### config.mk
export PLATFORM = sky130hd
export DESIGN_NAME = line_reg_queue
export DESIGN_NICKNAME = d
export VERILOG_FILES = /design/src/rtl/line_reg_queue.sv
export SDC_FILE = /design/constraint.sdc
export NUM_CORES = 1
export LEC_CHECK = 0
export BUFFER_PORTS_ARGS = -buffer_cell sky130_fd_sc_hd__buf_2
export CORE_MARGIN = 2
export CORE_UTILIZATION = 55
export CTS_CLUSTER_DIAMETER = 200
export DETAILED_ROUTE_END_ITERATION = 7
export HOLD_SLACK_MARGIN = 0.12
export PLACE_DENSITY = 0.72
export REMOVE_ABC_BUFFERS = 1
export SYNTH_ARGS = -nofsm -noshare
export SYNTH_HDL_FRONTEND = slang
export SYNTH_SLANG_ARGS = --single-unit
### constraint.sdc
create_clock -name clk -period 5.1 [get_ports clk]
set_input_delay 0.255 -clock clk [delete_from_list [all_inputs] [get_ports clk]]
set_output_delay 0.255 -clock clk [all_outputs]
set_load 0.01 [all_outputs]
### src/rtl/line_reg_queue.sv
// First-word-fall-through queue of line descriptors {StartX, EndX, StartY, EndY, Color}.
// The head entry is visible on Q* with zero read latency; Q* reads as zero while empty.
module line_reg_queue #(
    parameter int unsigned DEPTH = 16,
    parameter int unsigned CW    = 11
) (
    output logic [CW-1:0] QStartX,
    output logic [CW-1:0] QEndX,
    output logic [CW-1:0] QStartY,
    output logic [CW-1:0] QEndY,
    output logic [2:0]    QColor,
    output logic          full,
    output logic          empty,
    input  logic [CW-1:0] DStartX,
    input  logic [CW-1:0] DEndX,
    input  logic [CW-1:0] DStartY,
    input  logic [CW-1:0] DEndY,
    input  logic [2:0]    DColor,
    input  logic          read,
    input  logic          write,
    input  logic          clk,
    input  logic          rst_b
);

    localparam int unsigned AW   = $clog2(DEPTH);
    localparam int unsigned CNTW = AW + 1;
    localparam int unsigned EW   = 4 * CW + 3;

    logic [EW-1:0]   mem_q [DEPTH];
    logic [AW-1:0]   rd_ptr_q, rd_ptr_d;
    logic [AW-1:0]   wr_ptr_q, wr_ptr_d;
    logic [CNTW-1:0] count_q, count_d;
    logic            push_c, pop_c;
    logic [EW-1:0]   head_c;

    assign full  = (count_q == CNTW'(DEPTH));
    assign empty = (count_q == '0);

    // A push into a full queue is only legal when the head leaves on the same edge.
    assign pop_c  = read & ~empty;
    assign push_c = write & (~full | read);

    always_comb begin
        rd_ptr_d = rd_ptr_q;
        wr_ptr_d = wr_ptr_q;
        count_d  = count_q;
        if (pop_c)  rd_ptr_d = rd_ptr_q + AW'(1);
        if (push_c) wr_ptr_d = wr_ptr_q + AW'(1);
        case ({push_c, pop_c})
            2'b10:   count_d = count_q + CNTW'(1);
            2'b01:   count_d = count_q - CNTW'(1);
            default: count_d = count_q;
        endcase
    end

    always_ff @(posedge clk) begin
        if (rst_b) begin
            rd_ptr_q <= '0;
            wr_ptr_q <= '0;
            count_q  <= '0;
        end else begin
            rd_ptr_q <= rd_ptr_d;
            wr_ptr_q <= wr_ptr_d;
            count_q  <= count_d;
        end
    end

    // Storage is left uncleared by reset; emptiness is tracked by the counter alone.
    always_ff @(posedge clk) begin
        if (!rst_b && push_c) begin
            mem_q[wr_ptr_q] <= {DStartX, DEndX, DStartY, DEndY, DColor};
        end
    end

    assign head_c = empty ? '0 : mem_q[rd_ptr_q];
    assign {QStartX, QEndX, QStartY, QEndY, QColor} = head_c;

endmodule

==> results.json, run 1 <==
{
  "synth-compound-area-share_pct": 4.27,
  "synth_mux_area_share_pct": 15.8,
  "hp-class": "register to register",
  "drtPass1Iterations": 6,
  "max_freq_ghz": 0.251,
  "h-tree-depth": 3,
  "setup_viol_count_final": 0,
  "clockBufferDepth": 3,
  "postSynth.asyncResetShare_pct": 0,
  "worst_pin_slew_ns": 1.18,
  "synth_top_family_by_area": "multiplexers",
  "antenna_found_initial": 2,
  "rows": 85,
  "fin_tns_setup_ns": 0,
  "setup_ws_ns": 1.11,
  "synth_xor_area_share_pct": 0.234,
  "yosys-top-cells-area": "edfxtp_1, mux4_2, o211ai_1, mux2i_1, o211ai_2",
  "dpl_worst_slack_ns": 1.54,
  "outcome": "finished clean",
  "hpwl_mm": 35.5,
  "endpoint_kind": "output port",
  "holdWs_ns": 0.549,
  "finalClockSkew_ns": 0.0192,
  "gp_congestion": 0.754,
  "grt_overflow": 0,
  "place_area_sq_um": 31400,
  "num-fill-cells": 3527,
  "cts-buffers-inserted": 75,
  "layout_min_cycle_time_ns": 3.99,
  "relSlewSlack_pct": 21.3,
  "vias": 14414,
  "p_leak_nw": 10.6,
  "avgViaCountPerCell": 6.38,
  "period_share_pct": 78.3,
  "synthFlopType": "edfxtp_1",
  "multi_input_area_sq_um": 6640,
  "die_w_um": 237,
  "wl_mm": 64.8,
  "yosysTopAreaCell": "edfxtp_1",
  "synth_fa_ha_area_share_pct": 0.443,
  "irDropWorstVdd_uv": 414,
  "cp_data_arrival_time_ns": 3.74,
  "area_growth_pct": 14.1,
  "critPathMaxFanout": 53,
  "io_buffer_count": 99,
  "clock-root-buffer": "clkbuf_16",
  "finalHoldViolations": 0,
  "drc": 0,
  "critPathLaunchType": "register",
  "drt_iter0_drc": 1494,
  "routed_wire_length_per_instance_um": 28.7,
  "syn_inst": 1334,
  "synth_edf_count": 752,
  "nets": 1567,
  "grt_max_degree": 54,
  "cts_sinks": 769,
  "slew_violations": 0,
  "final_cell_area_sq_um": 34200,
  "grt_first_pass_wirelength_mm": 96.4,
  "critPathRequiredTime_ns": 4.85,
  "layout_commonest_cell": "edfxtp_1",
  "ant_nets": 0,
  "fp.dieArea_sq_um": 56400,
  "synth.avg_cell_area_sq_um": 22.5,
  "start_util_pct": 55.7,
  "cts_tree": "yes",
  "pin_count": 100,
  "synthSimpleGateAreaFrac_pct": 0.998,
  "layout_common_cells": "edfxtp_1, mux4_2, o211ai_1, buf_2, clkbuf_16",
  "core_area_sq_um": 53800,
  "layout-drive-gt1-share_pct": 30.5,
  "p_per_area_nw_per_um2": 445,
  "synth_top_cell_area_share_pct": 75.4,
  "worstSetupPathType": "register to output port",
  "first_global_vias": 14894,
  "clk_pin_slew_ns": 0.06,
  "yosysUniqueCellTypes": 39,
  "cap_violations": 0,
  "rsz0062_at_grt": "false",
  "synth-seq-area-share_pct": 76.5,
  "synth_seq_cells": 769,
  "synth_area_sq_um": 30000,
  "final-seq-area_sq_um": 22900,
  "yosys_warnings": 0,
  "die_h_um": 237,
  "postCtsSetupRepairBufs": 0,
  "postCtsResizedCells": 0,
  "grt_use_total_pct": 23.6,
  "clk_latency_ns": 0.61
}
[flip-flops by register name (all words and copies together), names as in the netlist, named ones only]
signal and count:
mem_q 752, rd_ptr_q 4, count_q 5, wr_ptr_q 4
[Yosys cell counts, types with 2 or more instances]
library cell and count:
clkbuf_1 32, dfxtp_1 17, edfxtp_1 752, a21oi_1 5, xnor2_1 2, xor2_1 6
and2_1 2, nor2b_1 4, buf_12 3, a21o_1 2, nor2_1 33, mux4_2 188
nand2_1 6, ha_1 9, buf_1 5, nor4_1 2, mux2i_1 50, o211ai_2 30
o211ai_1 113, inv_1 7, or3_1 2, and3_1 4, buf_4 10, buf_2 34
buf_6 2
[metal layers]
metal	global-route usage (%)	vias to the layer above	part of all wire [%]
met5	0	-	0.020
met4	7.38	2	2.2
met3	4.11	87	7.2
met2	37.5	617	49
met1	34.0	7648	41
li1	-	6060	-
[power by group]
group	leakage [nW]	switching [W]	internal [W]
registers	6.92	0.000182	0.00703
logic	2.53	0.00161	0.00113
clock network	1.13	0.00226	0.00299
total	10.6	0.00405	0.0112
[cell families after synthesis]
logic type,after synthesis
flops,769
mux,239
compound gates,152
buf+inv,95
simple gates,61
fa+ha+maj,10
xor+xnor,8
[path summary, 6_finish.rpt]
kind                                  start    endpoint  slack, ns  cells after the start
worst max-delay path             count_q[0]    QEndY[0]       1.11                      6
worst min-delay path            rd_ptr_q[2]    register       0.55                      2
worst max register to register   count_q[0]  count_q[4]       1.52                     10
worst min register to register  rd_ptr_q[2]    register       0.55                      2
[what timing repair did]
action | in CTS | in global routing
setup endpoints to repair | 0 | 0
hold buffers | 50 | 0
hold endpoints to repair | 768 | 0
[worst max-delay path: stages (launching register included)]
cell      delay [ns]
dfxtp_1         0.35
or4_4           0.84
buf_4           0.45
nor2_4          0.17
or2_4           0.83
o211ai_1        0.23
buf_2           0.19
[metrics by stage]
| stage | cells | utilization [%] | total power, W |
|---|---|---|---|
| after floorplan | 1246 | - | 0.00933 |
| after global placement | 2075 | 58.3 | 0.0100 |
| after detailed placement | 2075 | 58.3 | 0.0101 |
| after CTS | 2259 | 63.5 | 0.0153 |
| after global routing | 2260 | 63.5 | 0.0157 |
| final | 2260 | 63.5 | 0.0152 |
[cell type report]
cell class / instances / share of cell area (%)
antenna: 1 / 0.00732
sequential: 769 / 67.1
tap: 696 / 2.55
inverter: 7 / 0.0769
clock inverter: 29 / 0.630
timing repair buffer: 183 / 4.03
clock buffer: 105 / 6.15
multi-input combinational: 470 / 19.4
No activity file was read; power rests on OpenSTA's default activity.
==> run 2: changes to the inputs <==
==> constraint.sdc (replaced) <==
create_clock -name clk -period 3.8 [get_ports clk]
set_input_delay 0.19 -clock clk [delete_from_list [all_inputs] [get_ports clk]]
set_output_delay 0.19 -clock clk [all_outputs]
set_load 0.01 [all_outputs]
==> run 2 against run 1 <==
Compared with the run above:
- global-route usage rose by 0.091 points
- wire length is 0.12% higher
- combinational power is 44% higher
- clock power grew 41%
- sequential power rose by 33%
- first-iteration DRC count grew 11%
- via count is 1.1% higher
==> results.json, run 2 (same netlist as run 1, synthesis figures left out) <==
{
  "critPathRequiredTime_ns": 3.61,
  "pin_count": 100,
  "worstReg2RegStart": "count_q[0]",
  "hp-class": "input pin to register",
  "die_h_um": 237,
  "avgViaCountPerCell": 6.41,
  "p_leak_nw": 10.8,
  "h-tree-depth": 3,
  "critPathLaunchType": "register",
  "p_sw_share_pct": 26.3,
  "hpwl_mm": 34.1,
  "relSlewSlack_pct": 43.5,
  "clockBufferDepth": 3,
  "whs_endpoint": "mem_q[4][8]",
  "worst_path_most_repeated_cell": "buf_4",
  "holdPathStages": 2,
  "clk_latency_ns": 0.61,
  "holdWs_ns": 0.497,
  "grt_max_degree": 55,
  "path_cells": "or4_4, buf_4, nor2_4, or2_4, buf_4, o211ai_1, buf_2",
  "regMostFlops": "mem_q",
  "clock-root-buffer": "clkbuf_16",
  "grt_overflow": 0,
  "worst_pin_slew_ns": 0.846,
  "clk_pin_slew_ns": 0.07,
  "rr_endpoint": "count_q[4]",
  "rows": 85,
  "start_util_pct": 55.7,
  "period_share_pct": 88.2,
  "drc": 0,
  "fp.dieArea_sq_um": 56400,
  "cts-buffers-inserted": 76,
  "p_per_area_nw_per_um2": 605,
  "core_area_sq_um": 53800,
  "reg_top3": "mem_q: 752 flops, count_q: 5 flops",
  "routed_wire_length_per_instance_um": 28.5,
  "finalClockSkew_ns": 0.0188,
  "worstSetupPathType": "register to output port",
  "irDropWorstVdd_uv": 535,
  "nets": 1582,
  "max_freq_ghz": 0.298,
  "critPathMaxFanout": 43,
  "gp_congestion": 0.741,
  "io_buffer_count": 99,
  "finalHoldViolations": 0,
  "die_w_um": 237,
  "cts_sinks": 769,
  "fin_util_pct": 64.3,
  "intPower_w": 0.0154,
  "cts_tree": "yes",
  "drt_iter0_drc": 1665,
  "vias": 14571,
  "cap_violations": 0,
  "grt_first_pass_wirelength_mm": 97.3,
  "comb_power_share_pct": 18.9,
  "grt_use_total_pct": 23.6,
  "first_global_vias": 15170,
  "pwr-share-seq_pct": 45.8,
  "layout_common_cells": "edfxtp_1, mux4_2, o211ai_1, buf_2, clkbuf_16",
  "rrSetupSlack_ns": 0.63,
  "layout-drive-gt1-share_pct": 31.2,
  "cp_data_arrival_time_ns": 3.16,
  "ant_nets": 0,
  "p_switching_w": 0.00550,
  "layout_min_cycle_time_ns": 3.35,
  "r2r_cells": 10,
  "max_stage_delay_ns": 0.56,
  "postCtsSetupRepairBufs": 0,
  "slew_violations": 0,
  "outcome": "finished clean",
  "hold_path.startpoint": "DEndY[5]",
  "antenna_found_initial": 4,
  "slowest_stage": "or4_4",
  "drtPass1Iterations": 5,
  "area_growth_pct": 15.4,
  "endpoint_kind": "output port",
  "rsz0062_at_grt": "false",
  "layout_commonest_cell": "edfxtp_1",
  "largest_reg_flops": 752,
  "power.share.clock_pct": 35.3,
  "setup_viol_count_final": 0,
  "wl_mm": 64.9
}
run 2: area by class of cell:
| class | count | area, sq um |
|---|---|---|
| Timing Repair Buffer | 197 | 1680 |
| Multi-Input combinational cell | 470 | 6640 |
| Antenna cell | 2 | 5.00 |
| Fill cell | 3507 | 19200 |
| Tap cell | 696 | 871 |
| Inverter | 7 | 26.3 |
| Sequential cell | 769 | 22900 |
| Clock inverter | 35 | 367 |
| Clock buffer | 98 | 2060 |
run 2: critical path, delay by kind of cell, from the launching register on:
family	cells	cell delay, ns
buf+inv	3	0.85
simple gates	3	1.19
compound gates	1	0.15
flops	1	0.35
run 2: worst max path at each step:
stage                     startpoint         end  slack [ns]
final                     count_q[0]    QEndY[0]        0.45
after global routing      count_q[0]    QEndY[0]        0.34
after CTS                 count_q[0]    QEndX[0]        0.37
after detailed placement  count_q[0]  count_q[4]        0.68
after global placement    count_q[0]  count_q[4]        0.77
after floorplan             register   QColor[0]       -3.68
run 2: per-layer routing:
| metal | vias up | track usage [%] | share of wire, % |
|---|---|---|---|
| met5 | - | 0 | 0.032 |
| met4 | 4 | 6.61 | 1.9 |
| met3 | 83 | 5.13 | 8.3 |
| met2 | 652 | 37.6 | 49 |
| met1 | 7755 | 33.7 | 41 |
| li1 | 6077 | - | - |
run 2: timing repair:
item                      4_1_cts  5_1_grt
gates resized for setup         0        0
hold endpoints to repair      769        0
hold buffers                   51        0
run 2: through the flow:
stage	setup TNS, ns	cell area (sq um)	total power, W	instances	setup WS (ns)
6_report	0	34600	0.0209	2274	0.448
5_1_grt	0	34600	0.0216	2274	0.338
4_1_cts	0	34600	0.0211	2272	0.374
3_5_place_dp	0	31600	0.0137	2088	0.681
3_3_place_gp	0	31600	0.0136	2088	0.769
2_1_floorplan	-579.79	29500	0.0125	1246	-3.68
run 2: power groups by stage:
stage / Combinational [W] / Sequential, W / Clock, W
2_1_floorplan: 0.00250 / 0.0100 / 0
3_3_place_gp: 0.00389 / 0.00975 / 0
4_1_cts: 0.00399 / 0.00958 / 0.00749
5_1_grt: 0.00421 / 0.00960 / 0.00783
3_5_place_dp: 0.00392 / 0.00976 / 0
6_report: 0.00395 / 0.00958 / 0.00739
